### src/rtl/snd_pkg.sv
// Shared defaults and constants for the sound-CPU mailbox.
// Parameter defaults live here so every file agrees on them.
package snd_pkg;
    localparam int DATA_W_DEF = 8;
    localparam int DEPTH_DEF  = 4;
    localparam int PTR_W_DEF  = $clog2(DEPTH_DEF);
    localparam int CNT_W_DEF  = PTR_W_DEF + 1;
    localparam logic [3:0] COMM_REG_ADDR = 4'b1010;
endpackage

### src/rtl/snd_fifo.sv
// Command FIFO for the sound mailbox: storage, wrapping pointers and count.
// The head output is registered and holds its last value while the queue is empty.
module snd_fifo
    import snd_pkg::*;
#(
    parameter int DATA_W = DATA_W_DEF,
    parameter int DEPTH  = DEPTH_DEF,
    localparam int PTR_W = $clog2(DEPTH),
    localparam int CNT_W = PTR_W + 1
) (
    input  logic              main_clk,
    input  logic              reset,
    input  logic              push,
    input  logic              pop,
    input  logic [DATA_W-1:0] din,
    output logic [DATA_W-1:0] dout,
    output logic [CNT_W-1:0]  count,
    output logic              accepted,
    output logic              dropped
);
    logic [DATA_W-1:0] mem [DEPTH];
    logic [PTR_W-1:0]  rd_ptr;
    logic [PTR_W-1:0]  wr_ptr;
    logic              do_push;
    logic              do_pop;
    logic              full;
    logic              empty;

    assign full  = (count == CNT_W'(DEPTH));
    assign empty = (count == '0);
    // A pop frees a slot in the same cycle, so a push at full still lands.
    assign do_pop   = pop && !empty;
    assign do_push  = push && (!full || do_pop);
    assign accepted = do_push;
    assign dropped  = push && !do_push;

    always_ff @(posedge main_clk) begin
        if (do_push) begin
            mem[wr_ptr] <= din;
        end
    end

    always_ff @(posedge main_clk) begin
        if (reset) begin
            rd_ptr <= '0;
            wr_ptr <= '0;
            count  <= '0;
            dout   <= '0;
        end else begin
            if (do_push) begin
                wr_ptr <= wr_ptr + PTR_W'(1);
            end
            if (do_pop) begin
                rd_ptr <= rd_ptr + PTR_W'(1);
            end
            case ({do_push, do_pop})
                2'b10:   count <= count + CNT_W'(1);
                2'b01:   count <= count - CNT_W'(1);
                default: count <= count;
            endcase
            if (!empty) begin
                dout <= mem[rd_ptr];
            end
        end
    end
endmodule

### src/rtl/snd_mailbox.sv
// 68K-to-Z80 sound command mailbox with IRQ generation and a one-byte reply path.
// Commands are queued in a FIFO, or in a single overwrite latch for legacy boards.
module snd_mailbox
    import snd_pkg::*;
#(
    parameter int DATA_W     = DATA_W_DEF,
    parameter int DEPTH      = DEPTH_DEF,
    parameter bit LATCH_MODE = 1'b0,
    parameter bit AUTO_IRQ   = 1'b0,
    localparam int CNT_W     = $clog2(DEPTH) + 1
) (
    input  logic              main_clk,
    input  logic              reset,
    input  logic              snd_dt,
    input  logic              snd_on,
    input  logic [DATA_W-1:0] snd_din,
    input  logic              z80_rd,
    input  logic              z80_iorq_n,
    output logic [DATA_W-1:0] z80_dout,
    output logic              z80_int_n,
    output logic [CNT_W-1:0]  cmd_count,
    output logic              overflow,
    input  logic              reply_wr,
    input  logic [DATA_W-1:0] reply_din,
    input  logic              reply_rd,
    output logic [DATA_W-1:0] reply_dout,
    output logic              reply_valid
);
    logic dt_prev;
    logic on_prev;
    logic dt_armed;
    logic on_armed;
    logic push_req;
    logic on_rise;
    logic push_accepted;
    logic push_dropped;

    // A strobe held high through reset stays disarmed until it is seen low.
    assign push_req = snd_dt & ~dt_prev & dt_armed;
    assign on_rise  = snd_on & ~on_prev & on_armed;

    always_ff @(posedge main_clk) begin
        if (reset) begin
            dt_prev  <= 1'b0;
            on_prev  <= 1'b0;
            dt_armed <= ~snd_dt;
            on_armed <= ~snd_on;
        end else begin
            dt_prev  <= snd_dt;
            on_prev  <= snd_on;
            dt_armed <= dt_armed | ~snd_dt;
            on_armed <= on_armed | ~snd_on;
        end
    end

    generate
        if (LATCH_MODE) begin : g_latch
            logic [DATA_W-1:0] latch_q;
            logic              latch_full;

            always_ff @(posedge main_clk) begin
                if (reset) begin
                    latch_q    <= '0;
                    latch_full <= 1'b0;
                end else if (push_req) begin
                    latch_q    <= snd_din;
                    latch_full <= 1'b1;
                end else if (z80_rd) begin
                    latch_full <= 1'b0;
                end
            end

            assign z80_dout      = latch_q;
            assign cmd_count     = {{(CNT_W-1){1'b0}}, latch_full};
            assign push_accepted = push_req;
            assign push_dropped  = 1'b0;
        end else begin : g_fifo
            snd_fifo #(
                .DATA_W (DATA_W),
                .DEPTH  (DEPTH)
            ) u_fifo (
                .main_clk (main_clk),
                .reset    (reset),
                .push     (push_req),
                .pop      (z80_rd),
                .din      (snd_din),
                .dout     (z80_dout),
                .count    (cmd_count),
                .accepted (push_accepted),
                .dropped  (push_dropped)
            );
        end
    endgenerate

    // Acknowledge wins over a trigger arriving in the same cycle.
    always_ff @(posedge main_clk) begin
        if (reset) begin
            z80_int_n <= 1'b1;
            overflow  <= 1'b0;
        end else begin
            if (!z80_iorq_n) begin
                z80_int_n <= 1'b1;
            end else if (on_rise || (AUTO_IRQ && push_accepted)) begin
                z80_int_n <= 1'b0;
            end
            if (push_dropped) begin
                overflow <= 1'b1;
            end
        end
    end

    always_ff @(posedge main_clk) begin
        if (reset) begin
            reply_dout  <= '0;
            reply_valid <= 1'b0;
        end else if (reply_wr) begin
            reply_dout  <= reply_din;
            reply_valid <= 1'b1;
        end else if (reply_rd) begin
            reply_valid <= 1'b0;
        end
    end
endmodule

### config.mk
export PLATFORM = sky130hd
export DESIGN_NAME = snd_mailbox
export DESIGN_NICKNAME = d
export VERILOG_FILES = /design/src/rtl/snd_pkg.sv /design/src/rtl/snd_fifo.sv /design/src/rtl/snd_mailbox.sv
export SDC_FILE = /design/constraint.sdc
export NUM_CORES = 1
export LEC_CHECK = 0
export CAP_MARGIN = 10
export CORE_ASPECT_RATIO = 1.2
export CORE_MARGIN = 1
export CORE_UTILIZATION = 55
export CTS_CLUSTER_DIAMETER = 200
export DETAILED_ROUTE_END_ITERATION = 8
export PLACE_DENSITY = 0.9
export SLEW_MARGIN = 0
export SYNTH_ARGS = -nofsm -noshare
export SYNTH_HDL_FRONTEND = slang
export SYNTH_SLANG_ARGS = --single-unit
export TNS_END_PERCENT = 50
### constraint.sdc
create_clock -name main_clk -period 6.1 [get_ports main_clk]
set_input_delay 0.61 -clock main_clk [delete_from_list [all_inputs] [get_ports main_clk]]
set_output_delay 0.61 -clock main_clk [all_outputs]
set_load 0.02 [all_outputs]
Word-level counts from Yosys, hierarchy flattened
Memory sizes are Yosys's and may differ from the RTL's. A register that Yosys moved wholly into a read port is not among the register bits.
Index checks and enable logic that the tools add are counted.
Storage, ports and cells
  bits in registers: 22
  bits in writable memories: 32
  input bits: 24
  output and inout port bits: 22
  logic and storage cells: 49
  memories: 1
Operators by class
  $add $sub $neg: 4
  equality and inequality tests: 3
  mux-type cells: 7
  bitwise logic cells: 11
  reduce and logical (&&, ||, !) cells: 12
Memories
  g_fifo.u_fifo.mem: depth 4, bits a word 8, read ports 1, clocked after memory_dff 1, wr ports 1, line snd_fifo.sv:21  | logic [DATA_W-1:0] mem [DEPTH];
Operators by type and width (count)
  1-bit 2-to-1 mux: 6
  3-bit case mux with 2 select lines: 1
  1-bit NOT: 5
  2-bit by 1-bit adder with 2-bit output, second input constant: 2
  1-bit bitwise AND: 4
  1-bit zero test: 4
  2-bit nonzero test: 2
  3-bit by 1-bit adder with 3-bit output, second input constant: 1
  3-bit equality test, second input constant: 1
  1-bit logical AND: 3
  3-bit zero test: 1
  3-bit by 1-bit subtractor with 3-bit output, second input constant: 1
  2-bit by 1-bit equality test with 1-bit output, second input constant: 1
  2-bit equality test, second input constant: 1
  1-bit bitwise OR: 2
  2-bit OR reduction: 1
  1-bit logical OR: 1

Depth between registers and ports, before layout
  word-level depth: 7
  gate-level depth with buffers: 10
  depth with buffers taken out: 9

By module
Synthesis repeated with hierarchy kept, for this count alone.
Second synthesis, totals
  cell total of the unflattened synthesis: 179
  area, all modules: 2378.5 um2
By module, submodules not included
  snd_fifo: instances 1, cells an instance 130, area each 1871.8 um2, sequential area each 1261.2 um2
  snd_mailbox: instances 1, cells an instance 49, area each 506.7 um2, sequential area each 300.3 um2

Least setup slack after synthesis
Ideal clock, no wire load.
  path type: input to register
  from: input z80_rd
  to: register g_fifo.u_fifo.count[2]
  library setup time: 70 ps
  data arrival time: 2151 ps
  required time: 6030 ps
  setup slack: 3879 ps
  stages on the path: 9
  path buffers: 0
  cells stage by stage: nor4b_2 nor2_1 inv_1 ha_1 inv_1 fa_1 xor2_1 or3_1 a21oi_1
Between the ends
  cells in the longest elaborated chain, start to end: 5
  elaborated cells between the ends (all ways): 7
  those cells by class: 2 x eq/ne; 1 x mux; 4 x reduce/logical
RTL lines
  from (decl): line snd_mailbox.sv:17  | input logic z80_rd,
  1-bit logical AND *: line snd_fifo.sv:32  | assign do_pop = pop && !empty;
  1-bit logical OR: line snd_fifo.sv:33  | assign do_push = push && (!full || do_pop);
  1-bit logical AND: line snd_fifo.sv:33
  2-bit by 1-bit equality test with 1-bit output or 2-bit equality test (tied branches): line snd_fifo.sv:56  | case ({do_push, do_pop})
  3-bit case mux with 2 select lines or 2-bit nonzero test (tied branches)
  to (signal assigned): line snd_fifo.sv:57  | 2'b10: count <= count + CNT_W'(1);
  to (signal assigned): line snd_fifo.sv:58  | 2'b01: count <= count - CNT_W'(1);
  to (signal assigned): line snd_fifo.sv:59  | default: count <= count;
  to (decl): line snd_fifo.sv:17  | output logic [CNT_W-1:0] count,
Mark *: on every way between the ends. The rest lies on a longest branch, timed or not.
A chain may end at the register's enable or synchronous reset.

Worst setup path after layout
Same ends and word-level chain as after synthesis.

==> flow_summary.toml <==
[run_status]
run_status = "finished, final reports clean"

[yosys]
yosysSeqAreaShare_pct = 65.4
synth.top_cell.area_share_pct = 40.3
yosys_warnings = 0
synth_cell_types = 28
syn_nets = 208
ys_seq_elements = 62
yosys.area.top_type = "edfxtp_1"
syn_area_um2 = 2390
avgSynthCellArea_um2 = 13.4
synthCells = 178
synthTopCellsByArea = "edfxtp_1, dfxtp_1, mux4_2"

[worst_setup_path]
timing.critical_path.cells = "clkdlybuf4s50_1, nor4b_2, nor2_1, inv_1, ha_1, inv_1, fa_1, xor2_1, or3_1, a21oi_1"
crit_path_max_incr_delay_ps = 480
start_kind = "input pin"
crit_arrival_ps = 2780
end_kind = "register"
critPathMaxFanout = 4
cp_data_required_time_ps = 6350
crit_buf_inv = 3
crit_top_cell = "inv_1"
cpLargestDelayFamily = "simple AND/OR/NAND/NOR gates"
cpMaxStageDelayCell = "clkdlybuf4s50_1"
path_class = "in -> reg"

[pwr]
pwr_density_cell_nw_per_um2 = 394
combinationalPowerShare_pct = 26.1
p_sw_share_pct = 31.5
max-vdd-ir-drop_uv = 256
cellLeakagePower_nw = 1.11
clock_power_share_pct = 28.8
power_mw = 1.21
switchingPower_mw = 0.380
seq_power_share_pct = 45.2
internal_power_mw = 0.826

[timing]
rsz0062_at_grt = "no"
post-route-period-util_pct = 41.6
finalHoldViolations = 0
worstMarginPinSlew_ps = 1010
slew_headroom_pct = 32.1
max_freq_mhz = 394
report.final.slew_viol_count = 0
period_minus_slack_ps = 2540
finalSetupViolCount = 0
tns_ps = 0
finalClockSkew_ps = 5.60

[floorplan]
ios = 46
die_y_um = 74.2
dieArea_um2 = 4610
core_area_um2 = 4040
initial_utilization_pct = 59.2
die_w_um = 62.1
rows = 25

[finish]
fill_cells = 246
num_antenna_cells = 0
final_cells = 284
multi_input_comb_area_um2 = 741
utilization_pct = 75.8
area_growth_syn_to_layout_pct = 28.2
regArea_um2 = 1560
nets = 255
drive_gt1_share_pct = 11.7

[cts]
clkSinkCount = 62
htree_levels = 3
root_buffer = "clkbuf_8"
clk_pin_slew_worst_paths_ps = 70
cts_resized = 0
clockBufferDepth = 2
ctsHoldBuffers = 0
post_cts_buffers = 0
cts_buffers = 9
tritoncts = "done"
clk_latency_ps = 330

[min_path]
hold_class = "reg -> reg"

[drt]
ant_nets = 0
drt_wl_total_um = 4390
wire_per_inst_um = 15.4
vias = 1517
vias_per_cell = 5.34
drcViolationCount = 0
drt_iter0_drc = 101
dr.pass1.iters = 4

[run]
drv_cap = 0

[placed_design]
placedCellCount = 268
routabilityCongestion = 0.727
portBuffers = 45
dpl.hpwl_um = 2990

[global_route]
gr-total-overflow = 0
grt_use_total_pct = 22.2
antenna_found_initial = 0
grt_max_degree = 31
grt_pass1_wl_um = 7270
grt_pass1_vias = 1513
[final timing paths]
kind                                from                     end  slack, ps  cells past startpoint
setup / recovery                  z80_rd  g_fifo.u_fifo.count[2]       3560                     10
hold / removal     g_fifo.u_fifo.dout[2]   g_fifo.u_fifo.dout[2]        460                      2
setup reg to reg  g_fifo.u_fifo.count[0]  g_fifo.u_fifo.count[2]       3840                      9
hold reg to reg    g_fifo.u_fifo.dout[2]   g_fifo.u_fifo.dout[2]        460                      2
[cell families (layout without fill, tap and decap cells)]
kind of cell / Yosys count / count (layout) / synth area share [%]
flops: 62 / 62 / 65.4
xor+xnor: 4 / 4 / 1.47
mux: 16 / 16 / 10.9
simple gates: 49 / 49 / 10.3
fa+ha+maj: 6 / 6 / 3.46
buf+inv: 19 / 71 / 3.56
compound gates: 22 / 22 / 4.87
[final cells by class]
cell class | instances | area share (%)
clock buffer | 11 | 5.31
clock inverter | 5 | 1.31
multi-input combinational | 97 | 24.2
inverter | 10 | 1.23
tap | 54 | 2.21
timing repair buffer | 45 | 14.7
sequential | 62 | 51.0
[power groups by stage]
stage | Sequential, mW | Clock, mW | Combinational [mW]
4_1_cts | 0.546 | 0.355 | 0.317
3_5_place_dp | 0.554 | 0 | 0.315
2_1_floorplan | 0.564 | 0 | 0.185
6_report | 0.545 | 0.347 | 0.314
5_1_grt | 0.554 | 0.373 | 0.346
3_3_place_gp | 0.550 | 0 | 0.303
[Yosys cell counts]
| master | count |
|---|---|
| buf_4 | 1 |
| mux2i_1 | 8 |
| nand3_1 | 2 |
| or4b_4 | 1 |
| inv_1 | 10 |
| nand3b_1 | 2 |
| mux4_2 | 8 |
| nand2_1 | 17 |
| nor2_1 | 16 |
| nor3_2 | 1 |
| buf_2 | 1 |
| o21ai_0 | 6 |
| or3_1 | 2 |
| nor4b_2 | 1 |
| clkbuf_2 | 1 |
| fa_1 | 1 |
| ha_1 | 5 |
| xor2_1 | 4 |
| a21oi_1 | 14 |
| buf_6 | 1 |
| and3b_1 | 1 |
| and3_1 | 4 |
| edfxtp_1 | 32 |
| dfxtp_1 | 30 |
| o311ai_0 | 1 |
| clkbuf_1 | 5 |
| o31ai_1 | 1 |
| nor2b_1 | 2 |
[flip-flops by register name, summed over array words and instances (netlist names), 2 cells and up]
name,cells
g_fifo.u_fifo.rd_ptr,2
g_fifo.u_fifo.dout,8
g_fifo.u_fifo.count,3
reply_dout,8
g_fifo.u_fifo.mem,32
g_fifo.u_fifo.wr_ptr,2
[cell usage in the layout, fill, tap and decap left out, types with 8 or more instances in the layout]
| cell type | synthesis | routed |
|---|---|---|
| dfxtp_1 | 30 | 30 |
| clkbuf_8 | 0 | 10 |
| inv_1 | 10 | 10 |
| a21oi_1 | 14 | 14 |
| nand2_1 | 17 | 17 |
| nor2_1 | 16 | 16 |
| mux2i_1 | 8 | 8 |
| edfxtp_1 | 32 | 32 |
| mux4_2 | 8 | 8 |
| clkdlybuf4s50_1 | 0 | 45 |
[worst min-delay path: stages (launching register included)]
cell and delay [ps]:
dfxtp_1 310, nand2_1 50, a21oi_1 50
[per-layer routing]
metal,vias up,global-route usage (%),part of all wire [%]
li1,727,-,-
met1,732,23.4,39
met2,52,38.9,53
met3,6,8.44,5.9
met4,0,12.7,1.8
met5,-,0,0
[through the flow]
| step | hold WS, ps | setup WS [ps] | area, um2 |
|---|---|---|---|
| 2_1_floorplan | 445 | 3880 | 2390 |
| 3_3_place_gp | 437 | 3300 | 2860 |
| 3_5_place_dp | 449 | 3240 | 2860 |
| 4_1_cts | 459 | 3580 | 3060 |
| 5_1_grt | 492 | 3390 | 3060 |
| 6_report | 457 | 3560 | 3060 |
No activity file was read; power rests on OpenSTA's default activity.
